### config.mk
export PLATFORM = sky130hd
export DESIGN_NAME = imm_extend_seq
export DESIGN_NICKNAME = d
export VERILOG_FILES = /design/src/rtl/imm_extend_seq.sv
export SDC_FILE = /design/constraint.sdc
export NUM_CORES = 1
export LEC_CHECK = 0
export ABC_AREA = 1
export CAP_MARGIN = 5
export CORE_MARGIN = 8
export CORE_UTILIZATION = 30
export DETAILED_ROUTE_END_ITERATION = 8
export GPL_TIMING_DRIVEN = 0
export PLACE_DENSITY_LB_ADDON = 0.1
export SETUP_SLACK_MARGIN = 0.2
export SYNTH_ARGS = -nofsm -noshare
export SYNTH_HDL_FRONTEND = slang
export SYNTH_SLANG_ARGS = --single-unit
### constraint.sdc
create_clock -name clk -period 2.2 [get_ports clk]
set_clock_uncertainty 0.1 [all_clocks]
set_input_delay 0.44 -clock clk [delete_from_list [all_inputs] [get_ports clk]]
set_output_delay 0.44 -clock clk [all_outputs]
set_load 0.005 [all_outputs]
### src/rtl/imm_extend_seq.sv
// Handshaked immediate generator: rotated imm8, zext/sext imm12 and shifted branch offsets.
// Optional rotator carry output is enabled by defining IMM_EXT_CARRY_EN.
module imm_extend_seq #(
  parameter int unsigned DATA_W   = 32,
  parameter int unsigned ROT_STEP = 2,
  parameter int unsigned BR_SHIFT = 2
) (
  input  logic              clk,
  input  logic              rst_n,
  input  logic              in_valid,
  output logic              in_ready,
  input  logic [23:0]       instr,
  input  logic [1:0]        imm_src,
  output logic              out_valid,
  input  logic              out_ready,
  output logic [DATA_W-1:0] ext_imm
`ifdef IMM_EXT_CARRY_EN
  ,
  output logic              carry_out
`endif
);

  localparam int unsigned CNT_W = 5;
  localparam logic [CNT_W-1:0] STEP_MAX = CNT_W'(ROT_STEP);

  typedef enum logic [1:0] {
    ST_IDLE,
    ST_ROTATE,
    ST_DONE
  } state_t;

  state_t             state_q, state_d;
  logic [DATA_W-1:0]  work_q, work_d;
  logic [CNT_W-1:0]   count_q, count_d;
  logic               out_valid_q, out_valid_d;
`ifdef IMM_EXT_CARRY_EN
  logic               carry_q, carry_d;
`endif

  logic               accept;
  logic [DATA_W-1:0]  load_val;
  logic [CNT_W-1:0]   load_cnt;
  logic [CNT_W-1:0]   step;
  logic [DATA_W-1:0]  rot_val;

  function automatic logic [DATA_W-1:0] ror(input logic [DATA_W-1:0] w,
                                            input logic [CNT_W-1:0]  s);
    logic [2*DATA_W-1:0] dbl;
    dbl = {w, w} >> s;
    return dbl[DATA_W-1:0];
  endfunction

  assign in_ready = (state_q == ST_IDLE) || ((state_q == ST_DONE) && out_ready);
  assign accept   = in_valid && in_ready;

  // Pre-rotation operand and rotate count for the incoming op
  always_comb begin
    load_val = '0;
    load_cnt = '0;
    unique case (imm_src)
      2'b00: begin
        load_val = DATA_W'(instr[7:0]);
        load_cnt = {instr[11:8], 1'b0};
      end
      2'b01:   load_val = DATA_W'(instr[11:0]);
      2'b10:   load_val = {{(DATA_W-24){instr[23]}}, instr} << BR_SHIFT;
      default: load_val = {{(DATA_W-12){instr[11]}}, instr[11:0]};
    endcase
  end

  assign step    = (count_q < STEP_MAX) ? count_q : STEP_MAX;
  assign rot_val = ror(work_q, step);

  always_comb begin
    state_d = state_q;
    work_d  = work_q;
    count_d = count_q;
`ifdef IMM_EXT_CARRY_EN
    carry_d = carry_q;
`endif
    unique case (state_q)
      ST_ROTATE: begin
        work_d  = rot_val;
        count_d = count_q - step;
        if (count_d == '0) begin
          state_d = ST_DONE;
`ifdef IMM_EXT_CARRY_EN
          carry_d = rot_val[DATA_W-1];
`endif
        end
      end
      ST_DONE: begin
        if (out_ready && !accept) state_d = ST_IDLE;
      end
      default: ;
    endcase
    // A completing transfer may be replaced by a new op in the same cycle
    if (accept) begin
      work_d  = load_val;
      count_d = load_cnt;
      state_d = (load_cnt == '0) ? ST_DONE : ST_ROTATE;
`ifdef IMM_EXT_CARRY_EN
      carry_d = 1'b0;
`endif
    end
    out_valid_d = (state_d == ST_DONE);
  end

  always_ff @(posedge clk) begin
    if (!rst_n) begin
      state_q     <= ST_IDLE;
      work_q      <= '0;
      count_q     <= '0;
      out_valid_q <= 1'b0;
`ifdef IMM_EXT_CARRY_EN
      carry_q     <= 1'b0;
`endif
    end else begin
      state_q     <= state_d;
      work_q      <= work_d;
      count_q     <= count_d;
      out_valid_q <= out_valid_d;
`ifdef IMM_EXT_CARRY_EN
      carry_q     <= carry_d;
`endif
    end
  end

  assign out_valid = out_valid_q;
  assign ext_imm   = work_q;
`ifdef IMM_EXT_CARRY_EN
  assign carry_out = carry_q;
`endif

endmodule

==> flow_metrics.py <==
metrics = {
    "setup_path": {
        "crit_required_ns": 1.66,
        "r2r_setup_slack_ns": 0.34,
        "path_buf_inv": 2,
        "startpoint": "state_q[0]$_SDFF_PN0_",
        "critPathTopFamily": "flip-flops",
        "endpoint_kind": "primary output",
        "cpPeakStageDelay_ns": 0.36,
        "startpoint_type": "flop",
        "crit_path_cell_trace": "inv_1, ha_2, nand2_1, nand2_2, dlygate4sd2_1",
        "r2r_end": "count_q[3]$_SDFFE_PN0P_",
        "crit_fanout": 3,
        "crit_type": "flop to primary output",
        "slowest_stage": "dfxtp_1",
        "critical_path_arrival_ns": 1.34,
        "rr_worst_depth": 10,
        "timing.rr.start": "state_q[0]$_SDFF_PN0_",
    },
    "global_routing": {
        "grt_pass1_vias": 3229,
        "grt_pass1_wl_um": 16600,
        "grt_usage_pct": 15.9,
        "grt_max_degree": 12,
        "gr-total-overflow": 0,
        "antenna_found_initial": 0,
    },
    "final_layout": {
        "drive_gt1_share_pct": 10.4,
        "diodes": 0,
        "final_nets": 601,
        "final_area_um2": 3840,
        "layout.cells.most_common": "nand2_1",
        "final_cell_mix": "nand2_1 (170), o21ai_0 (75), clkdlybuf4s50_1 (62)",
        "finish.utilization_pct": 39.8,
        "final_cells": 700,
        "area_growth_pct": 30.7,
    },
    "clock_network": {
        "clk_pin_slew_worst_paths_ns": 0.08,
        "cts_hold_buf": 0,
        "cts_setup_buffers": 0,
        "cts_buffers": 5,
        "cts-root-buf": "clkbuf_8",
        "tritoncts": "yes",
        "htree_num_levels": 2,
        "cts_sinks": 40,
        "clock_latency_ns": 0.30,
        "clock_path_buffers": 2,
    },
    "yosys": {
        "synth-edff-count": 0,
        "syn_nets": 531,
        "synth-seq-area-share_pct": 27.3,
        "yosys.area.top_type_share_pct": 27.3,
        "ys_seq_elements": 40,
        "netlist_instances": 497,
        "synthDistinctLibCells": 30,
        "ys.flop_type": "dfxtp_1",
        "avgSynthCellArea_um2": 5.91,
        "synth_area_um2": 2940,
        "yosysWarnings": 0,
        "synth_top_cell_by_area": "dfxtp_1",
        "async_flop_share_pct": 0,
        "synth.area.top_cells": "dfxtp_1 (27%), nand2_1 (22%), o21ai_0 (13%)",
    },
    "die": {
        "ios": 64,
        "start_util_pct": 30.5,
        "die_w_um": 115,
        "rows": 36,
        "placeableCoreArea_um2": 9640,
        "fp.dieH_um": 115,
        "die_area_um2": 13200,
    },
    "power": {
        "powerDensity_nw_per_um2": 558,
        "p_leak_nw": 1.66,
        "ir_drop_mv": 0.274,
    },
    "min_path": {
        "hold_path_end": "count_q[4]$_SDFFE_PN0P_",
        "min_from": "count_q[4]$_SDFFE_PN0P_",
        "hold-path-cell-count": 2,
        "min_path_type": "flop to flop",
    },
    "detailed_routing": {
        "detail_route.first_pass.iterations": 4,
        "ant_nets": 0,
        "initialDrtViolationCount": 227,
        "vias": 3421,
        "wl_per_cell_um": 14.9,
        "drc": 0,
        "vias_per_cell": 4.89,
        "wl_um": 10400,
    },
    "sta": {
        "hold_viol": 0,
        "fmaxAchievable_mhz": 532,
        "setup_viol": 0,
        "maxSlewViolCount": 0,
        "rsz0062_at_grt": "no",
        "finalCritPeriodShare_pct": 85.5,
        "fin_ws_ns": 0.320,
        "fin_crit_ns": 1.88,
        "tns_ns": 0,
    },
    "placement": {
        "routabilityCongestion": 0.866,
        "hpwlAfterDp_um": 7680,
        "placed_cells": 693,
        "place_area_um2": 3730,
        "portBuffers": 63,
        "pre_cts_ws_ns": -0.115,
    },
    "run": {
        "cap_violations": 0,
    },
    "run_status": {
        "outcome": "finished, final reports clean",
    },
}
## sequential cells by signal, indices dropped and copies added (netlist names)
signal and flops:
ext_imm 32, out_valid 1, state_q 2, count_q 5
## worst reg2reg max path, stage by stage (launching register included)
cell,delay (ns)
dfxtp_1,0.36
inv_1,0.07
ha_2,0.20
nand2_1,0.08
nand2_2,0.07
nand2_4,0.15
inv_4,0.07
nor2_4,0.19
clkbuf_4,0.29
nand2_1,0.07
a31oi_1,0.13
## area by class of cell
cell class / instances / area (um2)
well taps: 133 / 166
flip-flops and latches: 40 / 805
multi-input cells: 367 / 1720
clock buffers: 6 / 72.6
repair buffers: 63 / 629
plain buffers: 30 / 211
fillers: 1098 / 5800
inverters: 60 / 228
clock inverters: 1 / 5.00
## metal layers
layer | track usage [%] | vias to the layer above | share of wire [%]
met3 | 2.63 | 10 | 6.4
li1 | - | 1727 | -
met5 | 0 | - | 0
met1 | 20.3 | 1594 | 45
met4 | 3.77 | 0 | 1.2
met2 | 27.3 | 90 | 48
## synth_stat cells, types with 3 or more instances
master and number:
a21oi_2 6, clkbuf_1 5, nand2_1 170, buf_2 16, o21ai_0 75, a21oi_1 27
nand3_1 24, buf_6 5, inv_1 56, or2_2 3, o21ai_1 12, ha_1 4
a31oi_1 3, dfxtp_1 40, nor2_1 24, o211ai_1 7
## logic make-up after synthesis
logic type,Yosys count,share of synthesized area (%)
AOI/OAI and AO/OA,132,24.1
adders and majority gates,4,1.70
other,1,0.128
and+or+nand+nor,230,32.2
buffers and inverters,90,14.6
DFF,40,27.3
## metrics by stage
step                power (mW)  hold WS, ns
finish                    2.14        0.425
global route              2.29        0.445
CTS                       2.16        0.447
detailed placement        1.66        0.433
global placement          1.66        0.424
floorplan                 1.32        0.401
## worst max path at each step
stage                               endpoint  cells after the start
floorplan               out_valid$_SDFF_PN0_                     14
global placement    ext_imm[17]$_SDFFE_PN0P_                      8
detailed placement  ext_imm[17]$_SDFFE_PN0P_                      8
CTS                 ext_imm[17]$_SDFFE_PN0P_                      8
global route            out_valid$_SDFF_PN0_                     13
finish                              in_ready                      5
## power breakdown
part	switching, mW	total (mW)	leakage (nW)	internal, mW
registers	0.0636	0.851	0.329	0.787
logic	0.445	0.799	1.29	0.354
clock network	0.275	0.491	0.0410	0.216
total	0.783	2.14	1.66	1.36
## what timing repair did
item                       4_1_cts  5_1_grt
setup endpoints to repair        2       21
pin swaps                        0        2
resized for setup                3       12
Power figures use the tool's default switching activity.
